**src/rtl/raster_streamer.sv**
```systemverilog
// Raster stream source: buffers upstream {sof, pixel} words and replays them against free-running
// frame counters, resynchronising on underflow or misplaced start-of-frame. Option: RASTER_PATTERN_EN.
module raster_streamer #(
  parameter int BIT_WIDTH    = 8,
  parameter int IMAGE_HEIGHT = 480,
  parameter int IMAGE_WIDTH  = 640,
  parameter int FRAME_HEIGHT = 525,
  parameter int FRAME_WIDTH  = 800,
  parameter int FIFO_DEPTH   = 16,
  parameter int V_BITW       = $clog2(FRAME_HEIGHT),
  parameter int H_BITW       = $clog2(FRAME_WIDTH)
) (
  input  logic                 clock,
  input  logic                 n_rst,
  input  logic [BIT_WIDTH-1:0] in_pixel,
  input  logic                 in_sof,
  input  logic                 in_valid,
  output logic                 in_ready,
  output logic [BIT_WIDTH-1:0] out_pixel,
  output logic [V_BITW-1:0]    out_vcnt,
  output logic [H_BITW-1:0]    out_hcnt,
  output logic                 out_locked,
  output logic                 underflow
);

  localparam int AW = $clog2(FIFO_DEPTH);
  localparam int PW = AW + 1;

  typedef enum logic {SYNC = 1'b0, STREAM = 1'b1} state_t;

  state_t               state_q, state_d;
  logic [H_BITW-1:0]    hc_q, hc_d;
  logic [V_BITW-1:0]    vc_q, vc_d;
  logic [PW-1:0]        wr_q, wr_d, rd_q, rd_d;
  logic [BIT_WIDTH:0]   mem_q [FIFO_DEPTH];
  logic [BIT_WIDTH-1:0] out_pixel_q, out_pixel_d;
  logic [V_BITW-1:0]    out_vcnt_q;
  logic [H_BITW-1:0]    out_hcnt_q;
  logic                 out_locked_q, out_locked_d;

  logic                 full_s, empty_s, push_s, pop_s, uf_s;
  logic                 active_s, origin_s, head_sof_s;
  logic [BIT_WIDTH-1:0] head_pix_s, pattern_s;
  logic [BIT_WIDTH:0]   head_s;

  // Pointers carry an extra wrap bit so full and empty are distinguishable.
  assign full_s     = ((wr_q - rd_q) == PW'(FIFO_DEPTH));
  assign empty_s    = (wr_q == rd_q);
  assign push_s     = in_valid & ~full_s;
  assign in_ready   = ~full_s;
  assign head_s     = mem_q[rd_q[AW-1:0]];
  assign head_sof_s = head_s[BIT_WIDTH];
  assign head_pix_s = head_s[BIT_WIDTH-1:0];
  assign active_s   = (vc_q < V_BITW'(IMAGE_HEIGHT)) && (hc_q < H_BITW'(IMAGE_WIDTH));
  assign origin_s   = (vc_q == '0) && (hc_q == '0);

`ifdef RASTER_PATTERN_EN
  logic [V_BITW+H_BITW-1:0] sum_s;
  assign sum_s     = {{H_BITW{1'b0}}, vc_q} + {{V_BITW{1'b0}}, hc_q};
  assign pattern_s = BIT_WIDTH'(sum_s);
`else
  assign pattern_s = '0;
`endif

  assign out_pixel  = out_pixel_q;
  assign out_vcnt   = out_vcnt_q;
  assign out_hcnt   = out_hcnt_q;
  assign out_locked = out_locked_q;
  assign underflow  = uf_s;

  // Free-running horizontal/vertical frame counters.
  always_comb begin
    hc_d = hc_q + H_BITW'(1);
    vc_d = vc_q;
    if (hc_q == H_BITW'(FRAME_WIDTH - 1)) begin
      hc_d = '0;
      if (vc_q == V_BITW'(FRAME_HEIGHT - 1)) begin
        vc_d = '0;
      end else begin
        vc_d = vc_q + V_BITW'(1);
      end
    end else begin
      hc_d = hc_q + H_BITW'(1);
    end
  end

  // Lock state machine: decides pops, the next output pixel and resync events.
  always_comb begin
    state_d     = state_q;
    pop_s       = 1'b0;
    uf_s        = 1'b0;
    out_pixel_d = '0;
    case (state_q)
      SYNC: begin
        out_pixel_d = active_s ? pattern_s : '0;
        if (empty_s) begin
          state_d = SYNC;
        end else if (!head_sof_s) begin
          pop_s = 1'b1;
        end else if (origin_s) begin
          pop_s       = 1'b1;
          out_pixel_d = head_pix_s;
          state_d     = STREAM;
        end else begin
          state_d = SYNC;
        end
      end
      STREAM: begin
        if (!active_s) begin
          state_d = STREAM;
        end else if (empty_s) begin
          uf_s    = 1'b1;
          state_d = SYNC;
        end else if (head_sof_s && !origin_s) begin
          state_d = SYNC;
        end else begin
          pop_s       = 1'b1;
          out_pixel_d = head_pix_s;
        end
      end
      default: state_d = SYNC;
    endcase
    out_locked_d = (state_d == STREAM);
    wr_d = wr_q + (push_s ? PW'(1) : PW'(0));
    rd_d = rd_q + (pop_s ? PW'(1) : PW'(0));
  end

  // FIFO storage; contents need no reset since the pointers gate every read.
  always_ff @(posedge clock) begin
    if (push_s) begin
      mem_q[wr_q[AW-1:0]] <= {in_sof, in_pixel};
    end
  end

  // State, counters, pointers and registered stream outputs.
  always_ff @(posedge clock or negedge n_rst) begin
    if (!n_rst) begin
      state_q      <= SYNC;
      hc_q         <= '0;
      vc_q         <= '0;
      wr_q         <= '0;
      rd_q         <= '0;
      out_pixel_q  <= '0;
      out_vcnt_q   <= '0;
      out_hcnt_q   <= '0;
      out_locked_q <= 1'b0;
    end else begin
      state_q      <= state_d;
      hc_q         <= hc_d;
      vc_q         <= vc_d;
      wr_q         <= wr_d;
      rd_q         <= rd_d;
      out_pixel_q  <= out_pixel_d;
      out_vcnt_q   <= vc_q;
      out_hcnt_q   <= hc_q;
      out_locked_q <= out_locked_d;
    end
  end

endmodule

```
**config.mk**
```make
export PLATFORM = sky130hd
export DESIGN_NAME = raster_streamer
export DESIGN_NICKNAME = d
export VERILOG_FILES = /design/src/rtl/raster_streamer.sv
export SDC_FILE = /design/constraint.sdc
export NUM_CORES = 1
export LEC_CHECK = 0
export ABC_CLOCK_PERIOD_IN_PS = 9100
export BUFFER_PORTS_ARGS = -buffer_cell sky130_fd_sc_hd__buf_2
export CAP_MARGIN = 20
export CORE_ASPECT_RATIO = 0.7
export CORE_MARGIN = 3
export CORE_UTILIZATION = 60
export DETAILED_ROUTE_END_ITERATION = 10
export PLACE_DENSITY = 0.87
export SYNTH_ARGS = -nofsm -noshare
export SYNTH_HDL_FRONTEND = slang
export SYNTH_SLANG_ARGS = --single-unit
```
**constraint.sdc**
```tcl
create_clock -name clock -period 9.1 [get_ports clock]
set_input_delay 1.82 -clock clock [delete_from_list [all_inputs] [get_ports clock]]
set_output_delay 1.82 -clock clock [all_outputs]
set_load 0.005 [all_outputs]
```
-- Word-level counts from Yosys, hierarchy flattened
Memories as Yosys holds them, arrays and structs flattened.
Index checks and enable logic that the tools add are counted.
- bits in writable memories: 144
- word-level logic and storage cells: 56
- input bits: 12
- output and inout port bits: 31
- register bits: 59
- memories kept: 1
- memory list (name ; words ; width ; read ports ; clocked after memory_dff ; write ports ; line ; RTL):
    mem_q ; 16 ; 9 ; 1 ; 0 ; 1 ; 35 ; logic [BIT_WIDTH:0] mem_q [FIFO_DEPTH];
- magnitude comparators: 2
- eq/ne operators: 4
- mux-type cells: 27
- reductions and logical operators: 6
- bitwise operators: 3
- add/subtract/negate cells: 5
- operator list (operator ; number):
    2-to-1 mux 8 bit ; 6
    adder 10 x 1 -> 10 bit (second input constant) ; 2
    equality test 10 bit (second input constant) ; 2
    zero test 10 bit ; 2
    2-to-1 mux 10 bit ; 2
    2-to-1 mux 1 bit ; 16
    one-hot mux 8 bit (2 select lines) ; 1
    adder 5 x 1 -> 5 bit ; 2
    < comparator 10 bit (second input constant) ; 1
    < comparator 10 x 9 -> 1 bit (second input constant) ; 1
    equality test 5 bit ; 1
    equality test 5 bit (second input constant) ; 1
    subtractor 5 bit ; 1
    one-hot mux 1 bit (2 select lines) ; 2
    logical AND 1 bit ; 3
    NOT 1 bit ; 2
    AND 1 bit ; 1
    zero test 1 bit ; 1

-- Depth between registers and ports, before layout
Gate-level depths: netlist of run 1.
- depth after elaboration: 10
- mapped depth: 14
- gate-level depth less buffers: 11

-- Worst setup path before layout of run 1
No wires, ideal clock.
- path kind: flip-flop to output port
- start: register rd_q[2]
- end: output port in_ready
- buffers on the path: 4
- data arrival time: 2.812 ns
- required time: 7.280 ns
- setup slack: 4.468 ns
- stages on the path, launching flop included: 11
- cells stage by stage: dfrtp_1 buf_6 buf_2 buf_1 inv_2 ha_1 o21a_1 or4_1 a21oi_1 buf_2 inv_1
- word-level cells in the longest chain between the ends: 3
- ends and longest elaborated chain (element ; line ; RTL):
    from (decl) ; 34 ; logic [PW-1:0] wr_q, wr_d, rd_q, rd_d;
    from (signal assigned) ; 152 ; rd_q <= rd_d;
    subtractor 5 bit ; 47 ; assign full_s = ((wr_q - rd_q) == PW'(FIFO_DEPTH));
    equality test 5 bit ; 47 ;
    NOT 1 bit ; 50 ; assign in_ready = ~full_s;
    to (decl) ; 18 ; output logic in_ready,
No other way between the ends.

-- Final worst setup path of run 1
Ends and elaborated chain as after synthesis.

==> results.yml, run 1 <==
critical_path:
  timing.rr.start: "rd_q[2]$_DFF_PN0_"
  crit_end: "in_ready"
  reg2reg_slack_ns: 5.45
  max_stage_delay_ns: 1.01
  crit_buf_inv: 4
  crit_start: "rd_q[2]$_DFF_PN0_"
  path_cells: "inv_2 -> ha_1 -> o21a_1 -> or4_1 -> a21oi_1 -> buf_4 -> inv_1 -> buf_2"
  slowest_stage: "dfrtp_1"
  cp.arrival_ns: 3.43
  endpoint_kind: "output pin"
  cp_num_cells: 8
  crit_required_ns: 7.28
  path_delay_family: "flip-flops"
  cp-start-kind: "flop"
  r2r_cells: 8
  timing.rr.end: "mem_q[4][5]$_DFFE_PP_"
  crit_type: "flop to output pin"
  path_max_fanout: 23
global_routing:
  antenna_found_initial: 0
  first_global_vias: 4396
  grt_pass1_wl_mm: 25.79
  grt_max_degree: 60
  overflow: 0
  grt_usage: 0.2360
route:
  num_vias: 4294
  firstDrtPassIters: 6
  routed_wl_mm: 16.30
  via_per_inst: 6.214
  wire_per_inst_um: 23.59
  ant_nets: 0
  drc: 0
  drt_iter0_drc: 473
synth:
  synth.distinct_cells: 40
  synth_edf_count: 144
  ys_ff_latch: 203
  avgSynthCellArea_um2: 17.69
  synth_fp_nets: 475
  netlist_area_um2: 7980
  synthCells: 451
  synthFlopType: "edfxtp_1"
  seq_area_frac_synth: 0.7269
  yosys_warnings: 0
  synth-async-reset-ratio: 0.2906
cts:
  cts_tree: "yes"
  cts_sinks: 203
  hold_buffers: 0
  clock_latency_ns: 0.48
  cts_resized: 0
  clock-root-buffer: "clkbuf_16"
  cts_max_path_buffers: 3
  path_clk_slew_ns: 0.06
  cts_setup_buffers: 0
  cts-htree-levels: 1
  cts_buffers: 19
sta:
  fin_crit_sh: 0.5764
  drv_slew: 0
  relSlewSlack: 0.3257
  setup_violations: 0
  rsz0062_at_grt: "no"
  fin_skew_ns: 0.01219
  hold_viol: 0
  fmax_mhz: 190.6
  tns_ns: 0
  period_needed_ns: 5.246
  worst_slew_pin_slew_ns: 1.012
pwr:
  ir_drop_mv: 0.1774
  combinationalPowerShare: 0.259
  power.density_nw_per_um2: 291.1
  leakage_uw: 0.003448
  p_seq_frac: 0.443
  power.internal_uw: 1883
  switching_power_uw: 770.4
  total_power_uw: 2653
  p_sw_frac: 0.2904
  clkPwrFrac: 0.299
placed_design:
  port_buffers: 42
  dpl.hpwl_mm: 10.45
  gp_congestion: 0.9281
die:
  dieArea_um2: 14740
  placementRows: 34
  dieWidth_um: 143.8
  ios: 43
  core_area_um2: 12720
  start_util: 0.6274
  dieHeight_um: 102.5
final_layout:
  area_growth_syn_to_layout_pct: 14.21
  insertedDiodeCount: 0
  layout-drive-gt1-share: 0.2533
  num-nets-final: 541
run_status:
  status: "complete, no violations"
run:
  max-cap-violations: 0
min_path:
  hp-class: "flop to flop"
[registers in the layout, indices dropped and copies added (netlist names)]
name	count
mem_q	144
hc_q	10
out_hcnt	10
out_vcnt	10
vc_q	10
out_pixel	8
rd_q	5
wr_q	5
out_locked	1
[cell usage in the layout (no fill, tap or decap), types with 3 or more instances in the layout]
cell type	netlist	final
dfrtp_1	59	58
nand2b_1	4	4
nand3_1	17	17
nor2b_1	5	5
and3_1	11	11
xnor2_1	11	11
nand3b_1	3	3
nor3_1	18	18
inv_1	11	11
ha_1	12	12
clkbuf_16	0	19
edfxtp_1	144	144
nand2_1	22	22
clkbuf_8	0	4
buf_4	0	20
a21oi_1	4	4
buf_2	8	42
mux2i_1	7	7
xor2_1	8	8
nor4_2	0	4
nand4_1	5	5
mux4_2	37	37
o31ai_1	3	3
nor2_1	10	10
clkbuf_1	7	5
o21ai_0	13	13
a211oi_1	7	7
[worst min-delay path by stage]
stage                              startpoint               endpoint  cells after the start
after global placement      hc_q[1]$_DFF_PN0_  out_hcnt[1]$_DFF_PN0_                      0
after floorplan             hc_q[6]$_DFF_PN0_  out_hcnt[6]$_DFF_PN0_                      0
after global routing      vc_q[7]$_DFFE_PN0N_  out_vcnt[7]$_DFF_PN0_                      0
after detailed placement    hc_q[1]$_DFF_PN0_  out_hcnt[1]$_DFF_PN0_                      0
final                       hc_q[1]$_DFF_PN0_  out_hcnt[1]$_DFF_PN0_                      0
after CTS                 vc_q[1]$_DFFE_PN0N_  out_vcnt[1]$_DFF_PN0_                      0
[power groups by stage]
| stage | Sequential, uW | Clock [uW] | Combinational (uW) |
|---|---|---|---|
| global placement | 1180 | 0 | 647 |
| detailed placement | 1190 | 0 | 669 |
| global route | 1180 | 848 | 740 |
| finish | 1180 | 792 | 686 |
| CTS | 1170 | 804 | 682 |
| floorplan | 1140 | 0 | 515 |
[cell usage after synthesis, drive strengths merged, types with 2 or more instances]
library cell	instances	area [um2]
or4	2	15.01
nand4	5	31.28
mux2i	7	70.07
o31ai	3	22.52
nand3b	3	22.52
or3	2	12.51
nand2b	4	25.02
xnor2	11	96.34
nand3	17	85.08
a21oi	4	20.02
and3	11	68.82
dfrtp	59	1476
edfxtp	144	4324
o21a	2	15.01
xor2	8	70.07
nand2	22	82.58
ha	12	150.1
clkbuf	7	26.28
mux4	38	859.6
inv	12	45.04
nor2b	5	31.28
buf	10	55.05
nor2	10	37.54
o21ai	13	65.06
a211oi	7	52.55
nor4	5	31.28
and4	2	17.52
nor3	18	90.09
[through the flow]
stage	instance area [um2]	hold slack, ns	utilization	std cells	setup WS [ns]
5_1_grt	9114	0.4767	0.7165	691	3.671
3_3_place_gp	8488	0.4313	0.6673	658	4.406
6_report	9114	0.4551	0.7165	691	3.854
2_1_floorplan	7980	0.3487	-	451	4.468
3_5_place_dp	8488	0.4335	0.6673	658	4.360
4_1_cts	9114	0.4590	0.7165	691	3.851
[kinds of logic after synthesis]
group | after synthesis | share of synthesized area
and+or+nand+nor | 108 | 0.07118
muxes | 45 | 0.1165
xor gates and xnor gates | 19 | 0.02085
buffers and inverters | 30 | 0.01631
DFF | 203 | 0.7269
AOI/OAI and AO/OA | 34 | 0.02948
adders and majority gates | 12 | 0.01881
[routing by layer]
layer	up-vias	share of wire	track usage
met1	2143	0.42	0.3511
met3	34	0.10	0.07186
met4	0	0.021	0.05065
met2	219	0.45	0.3553
met5	-	0	0
li1	1898	-	-
[worst reg2reg max path, delay by kind of cell (launching register included)]
kind	cells	cell delay [ns]
adder cells (fa/ha/maj)	1	0.41
AO/OA/AOI/OAI	3	0.41
AND/OR/NAND/NOR	1	0.74
buffers and inverters	3	0.80
flip-flops	1	1.01
[final cells by class]
type	instances	area [um2]
Clock buffer	28	549.3
Clock inverter	5	76.32
Fill cell	757	3606
Inverter	13	48.80
Multi-Input combinational cell	218	2074
Sequential cell	203	5802
Tap cell	162	202.7
Timing Repair Buffer	62	360.3
Power figures use the tool's default switching activity.
==> inputs of run 2 (changes only) <==
ABC_AREA = 1   (was default)
ABC_CLOCK_PERIOD_IN_PS = 5200   (was 9100)
clock period = 5.2 ns   (was 9.1 ns; I/O delays follow)
==> results.yml, run 2 <==
synth:
  synthXorXnorAreaFrac: 0.01228
  synth_edf_count: 144
  synth.distinct_cells: 34
  yosys-top-cells-count: "244 x nand2_1, 144 x edfxtp_1, 97 x nand3_1"
  synth_top_family_by_area: "simple AND/OR/NAND/NOR gates"
  synthFlopType: "edfxtp_1"
  synth_fp_nets: 803
  synth-simple-area-share: 0.2133
  synthCells: 779
  synth_top_area_frac: 0.5053
  synth-async-reset-ratio: 0.2906
  ys_ff_latch: 203
  synth_top_area_cell: "edfxtp_1"
  synth_most_common_cell: "nand2_1"
  seq_area_frac_synth: 0.6779
  synth.area.top_cells: "edfxtp_1 51%, dfrtp_1 17%, nand2_1 11%"
  synthAdderAreaFrac: 0.01755
  yosys_warnings: 0
  synth_compound_area_frac: 0.03085
  netlist_area_um2: 8557
  avgSynthCellArea_um2: 10.98
  synth_mux_area_frac: 0
critical_path:
  cp-start-kind: "flop"
  timing.rr.start: "rd_q[1]$_DFF_PN0_"
  timing.rr.end: "mem_q[6][7]$_DFFE_PP_"
  crit_required_ns: 4.16
  crit_type: "flop to output pin"
  cp.arrival_ns: 2.45
  reg2reg_slack_ns: 2.06
  endpoint_kind: "output pin"
  r2r_cells: 12
  path_max_fanout: 33
die:
  ios: 43
  dieArea_um2: 15750
  start_util: 0.6324
  dieWidth_um: 148.7
  placementRows: 35
  core_area_um2: 13530
  dieHeight_um: 105.9
route:
  num_vias: 5891
  via_per_inst: 5.804
  wire_per_inst_um: 19.53
  drt_iter0_drc: 832
  routed_wl_mm: 19.82
  firstDrtPassIters: 5
  drc: 0
  ant_nets: 0
cts:
  cts_setup_buffers: 0
  cts_sinks: 203
  cts-htree-levels: 1
  cts_tree: "yes"
  clock_latency_ns: 0.48
  cts_max_path_buffers: 3
  cts_resized: 0
  path_clk_slew_ns: 0.06
  hold_buffers: 0
  cts_buffers: 19
  clock-root-buffer: "clkbuf_16"
sta:
  fin_skew_ns: 0.007826
  drv_slew: 0
  relSlewSlack: 0.3170
  hold_viol: 0
  worst_slew_pin_slew_ns: 1.017
  tns_ns: 0
  fin_crit_sh: 0.6706
  rsz0062_at_grt: "no"
  fmax_mhz: 286.8
  setup_violations: 0
  period_needed_ns: 3.487
pwr:
  switching_power_uw: 1784
  combinationalPowerShare: 0.310
  clkPwrFrac: 0.264
  power.density_nw_per_um2: 517.0
  power.internal_uw: 3066
  leakage_uw: 0.003876
  p_sw_frac: 0.3677
  ir_drop_mv: 0.3158
  p_seq_frac: 0.426
min_path:
  hp-start: "hc_q[1]$_DFF_PN0_"
  holdPathStages: 0
  hp-class: "flop to flop"
  hold_end: "out_hcnt[1]$_DFF_PN0_"
final_layout:
  layout_common_cells: "244 x nand2_1, 144 x edfxtp_1, 97 x nand3_1"
  insertedDiodeCount: 0
  area_growth_syn_to_layout_pct: 9.621
  largest_reg_flops: 144
  multi_input_area_um2: 2345
  num-nets-final: 842
  layout-drive-gt1-share: 0.1060
  filler_cell_count: 929
  finish.utilization: 0.6932
  seqCellArea_um2: 5802
  final_common_cell: "nand2_1"
global_routing:
  first_global_vias: 5498
  overflow: 0
  grt_usage: 0.2596
  grt_pass1_wl_mm: 31.09
  grt_max_degree: 73
  antenna_found_initial: 0
placed_design:
  dpl.hpwl_mm: 12.85
  port_buffers: 42
  gp_congestion: 0.9031
run:
  max-cap-violations: 0
run_status:
  status: "complete, no violations"
[run 2: changes by cell type after synthesis, moves of 7 or more]
cell | previous run | this run
a211oi_1 | 7 | 0
a21oi_1 | 4 | 12
and3_1 | 11 | 0
buf_4 | 0 | 7
inv_1 | 11 | 46
mux2i_1 | 7 | 0
mux4_2 | 37 | 0
nand2_1 | 22 | 244
nand3_1 | 17 | 97
nor2_1 | 10 | 51
o21ai_1 | 0 | 11
xnor2_1 | 11 | 3
[run 2: area by class of cell]
class / instances / area share
clock buffers: 28 / 0.05429
clock inverters: 5 / 0.005335
inverters: 52 / 0.02161
multi-input cells: 496 / 0.2500
flip-flops and latches: 203 / 0.6185
well taps: 185 / 0.02468
repair buffers: 46 / 0.02561
[run 2: worst max-delay path by stage]
stage,cells past startpoint,end,from
CTS,12,in_ready,rd_q[1]$_DFF_PN0_
finish,12,in_ready,rd_q[1]$_DFF_PN0_
global route,12,in_ready,rd_q[1]$_DFF_PN0_
floorplan,13,in_ready,rd_q[1]$_DFF_PN0_
detailed placement,11,mem_q[6][6]$_DFFE_PP_,rd_q[0]$_DFF_PN0_
global placement,11,mem_q[7][4]$_DFFE_PP_,rd_q[0]$_DFF_PN0_
[run 2: kinds of logic (layout without fill, tap and decap cells)]
kind of cell    count (synthesis)  in the layout
buf+inv                        80            131
xor+xnor                       12             12
flops                         203            203
compound gates                 48             48
simple gates                  424            424
fa+ha+maj                      12             12
[run 2: power by group through the flow]
| stage | combinational [uW] | clock (uW) | sequential [uW] |
|---|---|---|---|
| 2_1_floorplan | 1150 | 0 | 2010 |
| 3_3_place_gp | 1420 | 0 | 2090 |
| 3_5_place_dp | 1430 | 0 | 2090 |
| 4_1_cts | 1460 | 1290 | 2060 |
| 5_1_grt | 1650 | 1360 | 2080 |
| 6_report | 1500 | 1280 | 2070 |
[run 2: through the flow]
step	setup WS, ns	power (uW)	instance area [um2]	hold WS [ns]	instances
floorplan	2.463	3154	8557	0.3737	779
global placement	2.272	3504	8821	0.3974	982
detailed placement	2.125	3528	8821	0.3972	982
CTS	1.745	4810	9380	0.4127	1015
global route	1.522	5101	9380	0.4373	1015
finish	1.713	4850	9380	0.4088	1015
[run 2: layer usage]
metal / vias to the layer above / routed length [um] / track usage
met5: - / 0 / 0
met4: 0 / 264 / 0.04768
met3: 28 / 2609 / 0.06519
met2: 349 / 8410 / 0.3608
met1: 2806 / 8538 / 0.4219
li1: 2708 / - / -
[run 2: critical path, cell delays in order (launching register included)]
cell and delay (ns):
dfrtp_1 0.40, inv_2 0.05, buf_4 0.35, ha_1 0.32, nand2_1 0.07, nand2_1 0.07, nand2_1 0.06, nand2_1 0.09
nor2_1 0.09, nand2_1 0.05, nand2_1 0.10, nand3_2 0.14, buf_2 0.17
